### src/rtl/vending_pkg.sv
// Shared types and defaults for the keypad front end of the vending controller.
package vending_pkg;

  typedef enum logic [1:0] {
    ST_SCAN,
    ST_DEBOUNCE,
    ST_HOLD,
    ST_RELEASE
  } kp_state_t;

  typedef logic [3:0] key_code_t;

  localparam int DEF_SCAN_DIV     = 1000;
  localparam int DEF_DEBOUNCE_CNT = 4;
  localparam int DEF_REPEAT_TICKS = 250;

  // True when exactly one line of an active-low nibble is asserted.
  function automatic logic single_low(input logic [3:0] v);
    case (v)
      4'b1110, 4'b1101, 4'b1011, 4'b0111: return 1'b1;
      default:                            return 1'b0;
    endcase
  endfunction

  function automatic logic [1:0] low_idx(input logic [3:0] v);
    case (v)
      4'b1101: return 2'd1;
      4'b1011: return 2'd2;
      4'b0111: return 2'd3;
      default: return 2'd0;
    endcase
  endfunction

endpackage

### src/rtl/keypad_scanner_if.sv
// Key delivery channel: valid/ready handshake carrying the accepted key code.
interface keypad_scanner_if;
  import vending_pkg::*;

  key_code_t key_code;
  logic      key_valid;
  logic      key_ready;

  modport master (output key_code, output key_valid, input key_ready);
  modport slave  (input key_code, input key_valid, output key_ready);
endinterface

### src/rtl/keypad_scan_tick.sv
// Scan-rate divider and 2-flop row synchronizer feeding the keypad FSM.
module keypad_scan_tick
  import vending_pkg::*;
#(
  parameter int SCAN_DIV = DEF_SCAN_DIV
) (
  input  logic       clk,
  input  logic       rst_n,
  input  logic [3:0] i_row_n,
  output logic [3:0] o_row_sync,
  output logic       o_tick
);

  localparam int DW = (SCAN_DIV > 2) ? $clog2(SCAN_DIV) : 1;
  localparam logic [DW-1:0] DIV_LAST = DW'(SCAN_DIV - 1);

  logic [DW-1:0] r_div;
  logic [3:0]    r_sync1, r_sync2;
  logic          w_wrap;

  assign w_wrap = (r_div == DIV_LAST);

  always_ff @(posedge clk or negedge rst_n) begin
    if (!rst_n) begin
      r_div   <= '0;
      r_sync1 <= 4'hF;
      r_sync2 <= 4'hF;
    end else begin
      r_div   <= w_wrap ? '0 : r_div + DW'(1);
      r_sync1 <= i_row_n;
      r_sync2 <= r_sync1;
    end
  end

  // Tick is high during the SCAN_DIV-th cycle after reset, consumed on its closing edge.
  assign o_tick     = w_wrap;
  assign o_row_sync = r_sync2;

endmodule

### src/rtl/keypad_scanner.sv
// 4x4 keypad scanner: column drive, debounce FSM and valid/ready key delivery.
// Optional auto-repeat while a key is held is enabled by defining KEYPAD_REPEAT_EN.
module keypad_scanner
  import vending_pkg::*;
#(
  parameter int SCAN_DIV     = DEF_SCAN_DIV,
  parameter int DEBOUNCE_CNT = DEF_DEBOUNCE_CNT
`ifdef KEYPAD_REPEAT_EN
  , parameter int REPEAT_TICKS = DEF_REPEAT_TICKS
`endif
) (
  input  logic                    clk,
  input  logic                    rst_n,
  input  logic [3:0]              row_n,
  output logic [3:0]              col_n,
  keypad_scanner_if.master        kp
);

  localparam logic [3:0] CNT_LAST = 4'(DEBOUNCE_CNT - 1);
  localparam bit         DB_ONE   = (DEBOUNCE_CNT == 1);

  kp_state_t  r_state, w_state_nxt;
  logic [3:0] r_cnt, w_cnt_nxt;
  logic [3:0] r_pat, w_pat_nxt;
  logic [3:0] r_col_n;
  key_code_t  r_key_code;
  logic       r_key_valid;
  logic [3:0] w_row;
  logic       w_tick, w_adv, w_accept, w_hs;
  key_code_t  w_code;

`ifdef KEYPAD_REPEAT_EN
  localparam int RW = $clog2(REPEAT_TICKS + 1);
  localparam logic [RW-1:0] REP_LAST = RW'(REPEAT_TICKS - 1);
  logic [RW-1:0] r_rep, w_rep_nxt;
`endif

  keypad_scan_tick #(.SCAN_DIV(SCAN_DIV)) u_tick (
    .clk        (clk),
    .rst_n      (rst_n),
    .i_row_n    (row_n),
    .o_row_sync (w_row),
    .o_tick     (w_tick)
  );

  always_comb begin
    w_state_nxt = r_state;
    w_cnt_nxt   = r_cnt;
    w_pat_nxt   = r_pat;
    w_adv       = 1'b0;
    w_accept    = 1'b0;
`ifdef KEYPAD_REPEAT_EN
    w_rep_nxt   = r_rep;
`endif
    if (w_tick) begin
      unique case (r_state)
        ST_SCAN: begin
          // Multi-row hits in one column are ambiguous and ignored.
          if (single_low(w_row)) begin
            w_pat_nxt = w_row;
            w_cnt_nxt = 4'd1;
            if (DB_ONE) begin
              w_accept    = 1'b1;
              w_state_nxt = ST_HOLD;
`ifdef KEYPAD_REPEAT_EN
              w_rep_nxt   = '0;
`endif
            end else begin
              w_state_nxt = ST_DEBOUNCE;
            end
          end else begin
            w_adv = 1'b1;
          end
        end
        ST_DEBOUNCE: begin
          if (w_row == r_pat) begin
            if (r_cnt == CNT_LAST) begin
              w_accept    = 1'b1;
              w_state_nxt = ST_HOLD;
`ifdef KEYPAD_REPEAT_EN
              w_rep_nxt   = '0;
`endif
            end else begin
              w_cnt_nxt = r_cnt + 4'd1;
            end
          end else begin
            w_adv       = 1'b1;
            w_state_nxt = ST_SCAN;
          end
        end
        ST_HOLD: begin
          if (&w_row) begin
            w_cnt_nxt = 4'd1;
            if (DB_ONE) begin
              w_adv       = 1'b1;
              w_state_nxt = ST_SCAN;
            end else begin
              w_state_nxt = ST_RELEASE;
            end
          end
`ifdef KEYPAD_REPEAT_EN
          else if (r_rep == REP_LAST) begin
            w_accept  = 1'b1;
            w_rep_nxt = '0;
          end else begin
            w_rep_nxt = r_rep + RW'(1);
          end
`endif
        end
        ST_RELEASE: begin
          if (&w_row) begin
            if (r_cnt == CNT_LAST) begin
              w_adv       = 1'b1;
              w_state_nxt = ST_SCAN;
            end else begin
              w_cnt_nxt = r_cnt + 4'd1;
            end
          end else begin
            w_state_nxt = ST_HOLD;
          end
        end
      endcase
    end
  end

  assign w_code = {low_idx(w_pat_nxt), low_idx(r_col_n)};
  assign w_hs   = r_key_valid & kp.key_ready;

  always_ff @(posedge clk or negedge rst_n) begin
    if (!rst_n) begin
      r_state <= ST_SCAN;
      r_cnt   <= '0;
      r_pat   <= 4'hF;
      r_col_n <= 4'b1110;
`ifdef KEYPAD_REPEAT_EN
      r_rep   <= '0;
`endif
    end else begin
      r_state <= w_state_nxt;
      r_cnt   <= w_cnt_nxt;
      r_pat   <= w_pat_nxt;
      if (w_adv) r_col_n <= {r_col_n[2:0], r_col_n[3]};
`ifdef KEYPAD_REPEAT_EN
      r_rep   <= w_rep_nxt;
`endif
    end
  end

  // A new key is taken only into an empty slot or one being emptied this edge.
  always_ff @(posedge clk or negedge rst_n) begin
    if (!rst_n) begin
      r_key_code  <= '0;
      r_key_valid <= 1'b0;
    end else if (w_accept && (!r_key_valid || w_hs)) begin
      r_key_code  <= w_code;
      r_key_valid <= 1'b1;
    end else if (w_hs) begin
      r_key_valid <= 1'b0;
    end
  end

  assign col_n        = r_col_n;
  assign kp.key_code  = r_key_code;
  assign kp.key_valid = r_key_valid;

endmodule

### src/flat_wrapper.sv
// flat-port wrapper written by rule: the top's interface ports become plain ports
module keypad_scanner_flat import vending_pkg::*;
#(
  parameter int SCAN_DIV     = DEF_SCAN_DIV,
  parameter int DEBOUNCE_CNT = DEF_DEBOUNCE_CNT

)
  (clk, rst_n, row_n, col_n, kp_key_code, kp_key_valid, kp_key_ready);
  keypad_scanner_if kp_i ();
  input  logic clk;
  input  logic rst_n;
  input  logic [3:0] row_n;
  output logic [3:0] col_n;
  output wire logic [$bits(kp_i.key_code)-1:0] kp_key_code;
  output wire logic [$bits(kp_i.key_valid)-1:0] kp_key_valid;
  input wire logic [$bits(kp_i.key_ready)-1:0] kp_key_ready;
  assign kp_key_code = kp_i.key_code;
  assign kp_key_valid = kp_i.key_valid;
  assign kp_i.key_ready = kp_key_ready;
  keypad_scanner #(.SCAN_DIV(SCAN_DIV), .DEBOUNCE_CNT(DEBOUNCE_CNT)) u_core (.clk(clk), .rst_n(rst_n), .row_n(row_n), .col_n(col_n), .kp(kp_i));
endmodule
### config.mk
export PLATFORM = sky130hd
export DESIGN_NAME = keypad_scanner_flat
export DESIGN_NICKNAME = d
export VERILOG_FILES = /design/src/rtl/vending_pkg.sv /design/src/rtl/keypad_scanner_if.sv /design/src/rtl/keypad_scan_tick.sv /design/src/rtl/keypad_scanner.sv /design/src/flat_wrapper.sv
export SDC_FILE = /design/constraint.sdc
export NUM_CORES = 1
export LEC_CHECK = 0
export BUFFER_PORTS_ARGS = -buffer_cell sky130_fd_sc_hd__buf_4
export CORE_MARGIN = 2
export CORE_UTILIZATION = 52
export DETAILED_ROUTE_END_ITERATION = 8
export GPL_ROUTABILITY_DRIVEN = 1
export GPL_TIMING_DRIVEN = 0
export PLACE_DENSITY = 0.71
export REMOVE_ABC_BUFFERS = 1
export SLEW_MARGIN = 20
export SYNTH_ARGS = -nofsm -noshare
export SYNTH_HDL_FRONTEND = slang
export SYNTH_SLANG_ARGS = --single-unit
### constraint.sdc
create_clock -name clk -period 1.9 [get_ports clk]
set_input_delay 0.19 -clock clk [delete_from_list [all_inputs] [get_ports clk]]
set_output_delay 0.19 -clock clk [all_outputs]
set_load 0.005 [all_outputs]
==> results.cfg <==
[synthesis]
ys_warn_count = 0
synthArstFlopShare = 1.000
seq_area_frac_synth = 0.5221
synth_cell_types = 42
synth_area_per_cell_sq_um = 11.60
ys_ff_latch = 37
synthesis.area_sq_um = 1809
syn_inst_count = 156
synth_enable_flop_cells = 0
synth_top_flop_cell = dfrtp_1

[route]
num_vias = 1333
drt-total-wl_mm = 3.372
wl_per_cell_um = 13.54
routed_via_density = 5.353
drc = 0
initialDrtViolationCount = 20
ant_nets = 0
dr.pass1.iters = 4

[floorplan]
floorplan.rows = 21
design.die.area_sq_um = 3967
die_w_um = 62.99
die_h_um = 62.99
core-area_sq_um = 3337
num_io_pins = 16
start_util = 0.5422

[timing]
fin_skew_ns = 0.008924
worst_slew_pin_slew_ns = 0.4524
finalHoldViolations = 0
share_of_the_clock_period_used_by_the_worst_path_after_layout = 1.025
final.setup.tns_ns = -0.1078
max_slew_margin = 0.6984
hold-worst-slack_ns = 0.1790
finalWorstSetupSlack_ns = -0.04744
final-setup-viol-count = 4
maxSlewViolCount = 0
finalWorstPathRequiredPeriod_ns = 1.947
clock.fmax_mhz = 513.5
rsz_0062_raised_after_global_routing = yes

[outcome]
run_status = finished, violations left
failed_checks = setup timing

[power_and_ir_drop]
share_seq_of_total_power = 0.623
power.switching_uw = 318.0
finalPower_mw = 1.306
pwr-share-comb = 0.063
pwr_density_cell_nw_per_um2 = 562.4
clock_power_share = 0.314
swShare = 0.2435
vdd.ir_drop.worst_mv = 0.5139
cell_internal_pwr_uw = 988.0
power.leakage_nw = 1.077

[clock_tree]
cts-buffers-inserted = 5
clock_insertion_delay_worst_skew_ns = 0.34
cts.reportedPaths.clkPinSlew_ns = 0.12
clockRootBuffer = clkbuf_4
clock_tree.buffer_depth = 2
clock-sinks = 37
cts_tree = yes
clock_tree.htree_level_count = 2

[cells_and_area]
layout.cells.most_common_list = buf_4 (35), dfrtp_1 (22), nand2_1 (15), dfstp_2 (15)
area_delta_synth_final_pct = 28.35
final_core_utilization = 0.6959
fin_cells = 249
final-seq-area_sq_um = 944.7
antenna_cells_inserted = 0
nFillCells = 235
multi_input_comb_area_sq_um = 905.9
final_cell_area_sq_um = 2322
layout-drive-gt1-share = 0.4236
layout.cells.most_common = buf_4
design.final.nets = 211

[worst_setup_path]
cp_data_required_time_ns = 2.13
standard_cell_with_the_maximum_stage_delay_on_the_critical_path = dfstp_2
critical_path.cell_chain = xor2_2, o41ai_4, o21ai_4, o221a_4, mux2_4
critPathArrivalTime_ns = 2.18
timing.reg2reg.setup_slack_ns = -0.05
cp-start-kind = flip-flop
worstSetupPathType = reg2reg
crit_path_max_fanout = 6
crit_path_max_incr_delay_ns = 0.60
critPathCaptureType = flip-flop

[global_route]
globalRouteTotalUtil = 0.1873
grt_start_max_net_pins = 38
globalRouteOverflowTotal = 0
grt_first_pass_wirelength_mm = 5.823
grt_antenna_before_repair = 0
number_of_global_route_vias_before_repair = 1331

[placed_design]
place.gp.congestion = 0.8362
placed_area_sq_um = 1954
detailedPlacementHpwl_mm = 2.084
port-buffer-count = 15
post-place-cells = 213
pre_cts_ws_ns = -0.2762

[hold_path]
holdCritPathClass = in2reg

[flow_run]
maxCapViolCount = 0
timing repair:
action | CTS | global route
hold endpoints to repair | 26 | 0
setup endpoints to repair | 15 | 11
buffers inserted | 11 | 12
gates resized for setup | 14 | 5
pin swaps | 8 | 5
hold buffers | 5 | 0
final timing paths:
path	depth (start not counted)	end	start
worst max-delay path	5	u_core.col_n[0]$_DFFE_PN0P_	u_core.u_tick.o_row_sync[2]$_DFF_PN1_
worst min-delay path	3	u_core.kp.key_valid$_DFFE_PN0P_	kp_key_ready
worst max register to register	5	u_core.col_n[0]$_DFFE_PN0P_	u_core.u_tick.o_row_sync[2]$_DFF_PN1_
worst min register to register	0	u_core.u_tick.o_row_sync[1]$_DFF_PN1_	u_core.u_tick.r_sync1[1]$_DFF_PN1_
max in group asynchronous	2	u_core.col_n[3]$_DFFE_PN1P_	rst_n
min in group asynchronous	2	u_core.kp.key_code[3]$_DFFE_PN0P_	rst_n
cell families (layout without fill, tap and decap cells):
logic type      Yosys count  count (layout)  synth area share
mux                      14              14           0.08645
fa+ha+maj                 2               2           0.01383
simple gates             62              62            0.1964
buf+inv                   6              53           0.01798
xor+xnor                 17              17           0.08229
compound gates           18              18           0.08092
flops                    37              37            0.5221
cells in the mapped netlist, types with 2 or more instances:
library cell | count | area (sq um)
inv_1 | 2 | 7.510
a21oi_1 | 2 | 10.01
ha_1 | 2 | 25.02
nand2_1 | 16 | 60.06
and3_1 | 6 | 37.54
nor4_1 | 2 | 12.51
mux2_1 | 4 | 45.04
o21ai_0 | 7 | 35.03
o211ai_1 | 2 | 15.01
dfstp_2 | 15 | 394.1
nor2_1 | 11 | 41.29
xor2_1 | 13 | 113.9
xnor2_1 | 4 | 35.03
nand2b_1 | 2 | 12.51
dfrtp_1 | 22 | 550.5
buf_2 | 2 | 10.01
nand3_1 | 8 | 40.04
and2_1 | 3 | 18.77
mux2_2 | 9 | 101.4
and4_1 | 2 | 17.52
power groups by stage:
stage	clock (mW)	sequential (mW)	combinational (mW)
final	0.410	0.814	0.0817
after global routing	0.463	0.816	0.0901
after CTS	0.422	0.813	0.0696
after detailed placement	0	0.828	0.0491
after global placement	0	0.827	0.0472
after floorplan	0	0.825	0.0211
state kept, by name (all words and copies together), names as in the netlist:
signal	count
u_core.kp.key_valid	1
u_core.r_pat	4
u_core.col_n	4
u_core.r_cnt	4
u_core.r_state	2
u_core.kp.key_code	4
u_core.u_tick.o_row_sync	4
u_core.u_tick.r_sync1	4
u_core.u_tick.r_div	10
final cells by class:
class,count,area share
Timing Repair Buffer,43,0.1492
Multi-Input combinational cell,113,0.3901
Clock buffer,5,0.01616
Clock inverter,3,0.009698
Inverter,2,0.003233
Sequential cell,37,0.4068
Tap cell,46,0.02478
per-layer routing:
| metal | wire (um) | global-route usage | up-vias |
|---|---|---|---|
| li1 | - | - | 638 |
| met1 | 1448 | 0.2107 | 671 |
| met2 | 1758 | 0.3378 | 19 |
| met3 | 117 | 0.04865 | 5 |
| met4 | 47 | 0.06944 | 0 |
| met5 | 0 | 0 | - |
worst max-delay path: cells and delay by family (launching register included):
kind	cells	cell delay (ns)
flops	1	0.60
mux	1	0.30
compound gates	3	0.84
xor+xnor	1	0.10
No activity file was read; power rests on OpenSTA's default activity.
